### src/rtl/vector_element_sequencer_if.sv
// Decode-side instruction handshake and execute-side micro-op handshake of the
// vector element sequencer. The sequencer uses the slave modport.
interface vector_element_sequencer_if #(
  parameter int OFFSET_W = 5
);
  logic                inst_valid;
  logic                inst_ready;
  logic [31:0]         inst_vl;
  logic [31:0]         inst_vstart;
  logic [1:0]          inst_sew;

  logic                uop_valid;
  logic                uop_ready;
  logic [OFFSET_W-1:0] uop_offset;
  logic [31:0]         uop_index;
  logic                uop_last;

  modport slave (
    input  inst_valid, inst_vl, inst_vstart, inst_sew, uop_ready,
    output inst_ready, uop_valid, uop_offset, uop_index, uop_last
  );

  modport master (
    output inst_valid, inst_vl, inst_vstart, inst_sew, uop_ready,
    input  inst_ready, uop_valid, uop_offset, uop_index, uop_last
  );
endinterface

### src/rtl/vector_element_sequencer.sv
// Sequences one vector instruction into per-element micro-ops, drives the element
// counter, and handles trap/resume. Optional counter cross-check: VSEQ_COUNTER_CHECK_EN.
module vector_element_sequencer #(
  parameter int OFFSET_W = 5
) (
  input  logic                        CLK,
  input  logic                        RST,
  vector_element_sequencer_if.slave   bus,
  output logic [31:0]                 ec_vl,
  output logic [31:0]                 ec_vstart,
  output logic [1:0]                  ec_sew,
  output logic                        ec_de_en,
  output logic                        ec_stall,
  output logic                        ec_clear,
  output logic                        ec_ex_return,
  input  logic [OFFSET_W-1:0]         ec_offset,
  input  logic                        ec_done,
  input  logic                        exception,
  input  logic [31:0]                 ex_vstart,
  input  logic                        ex_return,
  output logic [31:0]                 vstart_out,
  output logic                        busy,
  output logic                        seq_err
);

  typedef enum logic [1:0] {IDLE, LOAD, ISSUE, TRAP} state_t;

  state_t      state, state_nx;
  logic [31:0] vl_q, vs_q, idx, saved;
  logic [1:0]  sew_q;
  logic        accept, start, trap, resume, last;

  assign accept = (state == IDLE) && bus.inst_valid;
  assign start  = accept && (bus.inst_vstart < bus.inst_vl);
  // vl_q==0 never reaches ISSUE, but guard the decrement anyway
  assign last   = (vl_q != 32'd0) && (idx == vl_q - 32'd1);

  always_ff @(posedge CLK or posedge RST) begin
    if (RST) state <= IDLE;
    else     state <= state_nx;
  end

  always_comb begin
    state_nx       = state;
    bus.inst_ready = 1'b0;
    bus.uop_valid  = 1'b0;
    ec_clear       = 1'b0;
    ec_de_en       = 1'b0;
    ec_ex_return   = 1'b0;
    trap           = 1'b0;
    resume         = 1'b0;
    case (state)
      IDLE: begin
        bus.inst_ready = 1'b1;
        if (start) state_nx = LOAD;
      end
      LOAD: begin
        ec_clear = 1'b1;
        if (exception) begin
          trap     = 1'b1;
          state_nx = TRAP;
        end else begin
          state_nx = ISSUE;
        end
      end
      ISSUE: begin
        bus.uop_valid = 1'b1;
        // a fault on the presented element wins over its handshake
        if (exception) begin
          trap     = 1'b1;
          state_nx = TRAP;
        end else if (bus.uop_ready) begin
          ec_de_en = 1'b1;
          if (last) state_nx = IDLE;
        end
      end
      TRAP: begin
        if (ex_return) begin
          ec_ex_return = 1'b1;
          resume       = 1'b1;
          state_nx     = LOAD;
        end
      end
      default: state_nx = IDLE;
    endcase
  end

  always_ff @(posedge CLK or posedge RST) begin
    if (RST) begin
      vl_q  <= '0;
      vs_q  <= '0;
      sew_q <= '0;
      idx   <= '0;
      saved <= '0;
    end else begin
      if (accept) begin
        vl_q  <= bus.inst_vl;
        vs_q  <= bus.inst_vstart;
        sew_q <= bus.inst_sew;
      end
      if (start)    idx   <= bus.inst_vstart;
      if (ec_de_en) idx   <= idx + 32'd1;
      if (trap)     saved <= ex_vstart;
      if (resume) begin
        vs_q <= saved;
        idx  <= saved;
      end
    end
  end

  assign ec_vl          = vl_q;
  assign ec_vstart      = vs_q;
  assign ec_sew         = sew_q;
  assign ec_stall       = bus.uop_valid & ~bus.uop_ready;
  assign bus.uop_index  = idx;
  assign bus.uop_offset = bus.uop_valid ? ec_offset : '0;
  assign bus.uop_last   = bus.uop_valid & last;
  assign vstart_out     = saved;
  assign busy           = (state != IDLE);

`ifdef VSEQ_COUNTER_CHECK_EN
  logic [OFFSET_W-1:0] exp_off;
  assign exp_off = OFFSET_W'(idx << sew_q);

  always_ff @(posedge CLK or posedge RST) begin
    if (RST) seq_err <= 1'b0;
    else if (ec_de_en && ((ec_done != last) || (ec_offset != exp_off))) seq_err <= 1'b1;
  end
`else
  logic unused_done;
  assign unused_done = ec_done;
  assign seq_err     = 1'b0;
`endif

endmodule

### src/flat_wrapper.sv
// flat-port wrapper written by rule: the top's interface ports become plain ports
module vector_element_sequencer_flat 
#(
  parameter int OFFSET_W = 5
)
  (CLK, RST, ec_vl, ec_vstart, ec_sew, ec_de_en, ec_stall, ec_clear, ec_ex_return, ec_offset, ec_done, exception, ex_vstart, ex_return, vstart_out, busy, seq_err, bus_inst_valid, bus_inst_vl, bus_inst_vstart, bus_inst_sew, bus_uop_ready, bus_inst_ready, bus_uop_valid, bus_uop_offset, bus_uop_index, bus_uop_last);
  vector_element_sequencer_if #(.OFFSET_W(OFFSET_W)) bus_i ();
  input  logic CLK;
  input  logic RST;
  output logic [31:0] ec_vl;
  output logic [31:0] ec_vstart;
  output logic [1:0] ec_sew;
  output logic ec_de_en;
  output logic ec_stall;
  output logic ec_clear;
  output logic ec_ex_return;
  input  logic [OFFSET_W-1:0] ec_offset;
  input  logic ec_done;
  input  logic exception;
  input  logic [31:0] ex_vstart;
  input  logic ex_return;
  output logic [31:0] vstart_out;
  output logic busy;
  output logic seq_err;
  input wire logic [$bits(bus_i.inst_valid)-1:0] bus_inst_valid;
  input wire logic [$bits(bus_i.inst_vl)-1:0] bus_inst_vl;
  input wire logic [$bits(bus_i.inst_vstart)-1:0] bus_inst_vstart;
  input wire logic [$bits(bus_i.inst_sew)-1:0] bus_inst_sew;
  input wire logic [$bits(bus_i.uop_ready)-1:0] bus_uop_ready;
  output wire logic [$bits(bus_i.inst_ready)-1:0] bus_inst_ready;
  output wire logic [$bits(bus_i.uop_valid)-1:0] bus_uop_valid;
  output wire logic [$bits(bus_i.uop_offset)-1:0] bus_uop_offset;
  output wire logic [$bits(bus_i.uop_index)-1:0] bus_uop_index;
  output wire logic [$bits(bus_i.uop_last)-1:0] bus_uop_last;
  assign bus_i.inst_valid = bus_inst_valid;
  assign bus_i.inst_vl = bus_inst_vl;
  assign bus_i.inst_vstart = bus_inst_vstart;
  assign bus_i.inst_sew = bus_inst_sew;
  assign bus_i.uop_ready = bus_uop_ready;
  assign bus_inst_ready = bus_i.inst_ready;
  assign bus_uop_valid = bus_i.uop_valid;
  assign bus_uop_offset = bus_i.uop_offset;
  assign bus_uop_index = bus_i.uop_index;
  assign bus_uop_last = bus_i.uop_last;
  vector_element_sequencer #(.OFFSET_W(OFFSET_W)) u_core (.CLK(CLK), .RST(RST), .bus(bus_i), .ec_vl(ec_vl), .ec_vstart(ec_vstart), .ec_sew(ec_sew), .ec_de_en(ec_de_en), .ec_stall(ec_stall), .ec_clear(ec_clear), .ec_ex_return(ec_ex_return), .ec_offset(ec_offset), .ec_done(ec_done), .exception(exception), .ex_vstart(ex_vstart), .ex_return(ex_return), .vstart_out(vstart_out), .busy(busy), .seq_err(seq_err));
endmodule
### config.mk
export PLATFORM = sky130hd
export DESIGN_NAME = vector_element_sequencer_flat
export DESIGN_NICKNAME = d
export VERILOG_FILES = /design/src/rtl/vector_element_sequencer_if.sv /design/src/rtl/vector_element_sequencer.sv /design/src/flat_wrapper.sv
export SDC_FILE = /design/constraint.sdc
export NUM_CORES = 1
export LEC_CHECK = 0
export ABC_AREA = 1
export ABC_CLOCK_PERIOD_IN_PS = 4200
export BUFFER_PORTS_ARGS = -buffer_cell sky130_fd_sc_hd__buf_2
export CAP_MARGIN = 20
export CORE_MARGIN = 2
export CORE_UTILIZATION = 53
export DETAILED_ROUTE_END_ITERATION = 10
export HOLD_SLACK_MARGIN = 0.06
export MAX_ROUTING_LAYER = met4
export PLACE_DENSITY = 0.81
export RECOVER_POWER = 100
export SYNTH_ARGS = -nofsm -noshare
export SYNTH_HDL_FRONTEND = slang
export SYNTH_SLANG_ARGS = --single-unit
### constraint.sdc
create_clock -name CLK -period 4.2 [get_ports CLK]
set_input_delay 0.21 -clock CLK [delete_from_list [all_inputs] [get_ports CLK]]
set_output_delay 0.21 -clock CLK [all_outputs]
set_load 0.03 [all_outputs]
==> flow_metrics.tcl <==
set metrics [dict create \
    status "complete, but fails checks" \
    violations "max-capacitance violations, max-slew violations" \
    timing.rr.start "u_core.state[0]$_DFFE_PP0P_" \
    cap_violations 2 \
    drc 0 \
    start_util_pct 54.0 \
    place_congestion 0.966 \
    synth_top_flop_cell "dfrtp_1" \
    reg2reg_slack_ns 0.66 \
    setup_viol 0 \
    async_flop_share_pct 100 \
    ys_types 50 \
    post_drt_via_cell_ratio 5.61 \
    die_x_um 134 \
    port_buffers 251 \
    drive_gt1_share_pct 13.6 \
    synth_top_cell_area_share_pct 37.0 \
    clkLatencyLatePin_ns 0.42 \
    yosysTopAreaCell "dfrtp_1" \
    grt_setup_unrepaired "false" \
    gr-total-overflow 0 \
    cts_max_path_buffers 2 \
    ys_top_cells_by_area "dfrtp_1 (37%), nand2_1 (14%), inv_1 (6.2%)" \
    netlist_area_um2 8920 \
    cts_buffers 17 \
    ys_seq_elements 132 \
    fill_cells 1501 \
    cp.required_ns 4.53 \
    critPathLaunch "u_core.state[0]$_DFFE_PP0P_" \
    grt_start_max_net_pins 74 \
    cts.sinks 132 \
    worst_pin_slew_ns 2.71 \
    ant_nets 0 \
    num_io_pins 254 \
    drtIter0Drc 941 \
    cts_setup_buffers 0 \
    cts_tree "built" \
    hpwl_um 24100 \
    path_max_fanout 44 \
    p_leak_nw 5.44 \
    power.density_cell_area_nw_per_um2 840 \
    clock-root-buffer "clkbuf_16" \
    routed_wl_um 32100 \
    synth_seq_area_share_pct 37.0 \
    synth_most_common_cell "nand2_1" \
    hold_path_class "primary input to flip-flop" \
    dieArea_um2 17900 \
    min_period_ns 3.54 \
    tns_ns 0 \
    cts_max_level 4 \
    ir_worst_vdd_mv 0.516 \
    syn_to_final_growth_pct 24.6 \
    grt_util_all_layers_pct 37.1 \
    fin_skew_ns 0.0129 \
    coreArea_um2 16500 \
    row_count 47 \
    fmax_mhz 283 \
    final_nets 1654 \
    drt-pass1-iter-count 6 \
    hold_viol_final 0 \
    syn-mean-instance-area_um2 7.26 \
    grt_pass1_vias 9240 \
    fin_total_pwr_mw 9.33 \
    synth-edff-count 0 \
    worstSetupPathType "flip-flop to flip-flop" \
    min_period_over_period_pct 84.3 \
    min_from "bus_inst_vl[11]" \
    clk_pin_slew_worst_paths_ns 0.07 \
    slew_viol_final 94 \
    antenna_found_initial 1 \
    syn_nets 1377 \
    end_kind "flip-flop" \
    synthCells 1229 \
    die_h_um 134 \
    synth_common_cells "nand2_1 (325), inv_1 (148), nor2_1 (136)" \
    arrival_ns 3.87 \
    grt_pass1_wl_um 49900 \
    maxSlewHeadroom_pct -81.8 \
    yosys_warnings 0 \
    wl_per_cell_um 18.5 \
    cp-start-kind "flip-flop" \
    dr_total_vias 9749 \
]
cell families (layout without fill, tap and decap cells):
| group | Yosys count | count (layout) | share of synthesized area [%] |
|---|---|---|---|
| buf+inv | 192 | 481 | 8.25 |
| xor+xnor | 36 | 36 | 3.69 |
| other cells | 1 | 2 | 0.0420 |
| compound gates | 170 | 170 | 11.4 |
| fa+ha+maj | 38 | 38 | 5.33 |
| flops | 132 | 132 | 37.0 |
| mux | 32 | 32 | 4.04 |
| simple gates | 628 | 628 | 30.2 |
critical path, cell delays in order, from the launching register on:
cell	delay, ns
dfrtp_1	0.41
ha_1	0.22
nand2_1	0.07
clkbuf_1	0.94
clkinv_1	0.24
clkbuf_2	0.57
nor2_1	0.41
inv_1	0.29
o211ai_1	0.27
power by group:
part	internal [mW]	switching, mW
Clock	0.890	0.648
Combinational	1.46	3.50
Sequential	1.90	0.932
Total	4.25	5.08
cell type report:
| type | instances | area, um^2 | area share [%] |
|---|---|---|---|
| tap | 220 | 275 | 2.48 |
| inverter | 154 | 579 | 5.21 |
| clock inverter | 14 | 165 | 1.49 |
| timing repair buffer | 296 | 1480 | 13.4 |
| clock buffer | 17 | 425 | 3.83 |
| sequential | 132 | 3300 | 29.7 |
| antenna | 1 | 2.50 | 0.0225 |
| multi-input combinational | 905 | 4880 | 43.9 |
layout by cell type (no fill, tap or decap), types with 13 or more instances in the layout:
cell type      Yosys  final
nand2_1          325    325
inv_1            148    147
clkbuf_1          24    144
nor2_1           136    137
dfrtp_1          132    132
buf_2              6    109
nand3_1           92     92
o21ai_0           70     72
ha_1              38     38
dlygate4sd3_1      0     35
mux2_2            32     32
o211ai_1          28     28
a21oi_1           24     24
nand4_1           23     23
xor2_1            22     22
a31oi_1           19     19
clkbuf_16          0     17
nor3_1            15     15
xnor2_1           13     13
state kept, by name, summed over array words and instances (netlist names):
signal,count
u_core.state,2
u_core.ec_vstart,32
u_core.ec_vl,32
u_core.bus.uop_index,32
u_core.vstart_out,32
u_core.ec_sew,2
worst paths after layout:
| check | to | cells past startpoint |
|---|---|---|
| max in group asynchronous | u_core.ec_vl[14]$_DFFE_PP0P_ | 4 |
| worst min register to register | u_core.ec_sew[1]$_DFFE_PP0P_ | 2 |
| worst max-delay path | u_core.ec_vstart[0]$_DFFE_PP0P_ | 8 |
| min in group asynchronous | u_core.vstart_out[0]$_DFFE_PP0P_ | 3 |
| worst min-delay path | u_core.ec_vl[11]$_DFFE_PP0P_ | 3 |
| worst max register to register | u_core.ec_vstart[0]$_DFFE_PP0P_ | 8 |
per-layer routing:
| layer | wire [um] | track usage (%) |
|---|---|---|
| met1 | 13700 | 50.2 |
| met2 | 14400 | 56.2 |
| met3 | 2950 | 6.35 |
| met4 | 1080 | 13.3 |
| met5 | 0 | - |
what timing repair did:
action                     CTS  global route
resized for setup            0             0
setup endpoints to repair    0             0
hold endpoints to repair    92             0
hold buffers                35             0
metrics by stage:
| step | hold slack (ns) | util [%] | cells | area [um^2] | setup slack [ns] |
|---|---|---|---|---|---|
| floorplan | 0.320 | - | 1229 | 8920 | 0.464 |
| detailed placement | 0.390 | 62.9 | 1672 | 10400 | 1.32 |
| CTS | 0.0785 | 68.5 | 1738 | 11300 | 0.974 |
| global placement | 0.381 | 62.9 | 1672 | 10400 | 1.37 |
| finish | 0.0796 | 67.3 | 1739 | 11100 | 0.661 |
| global route | 0.0938 | 67.3 | 1739 | 11100 | 0.392 |
No activity file was read; power rests on OpenSTA's default activity.
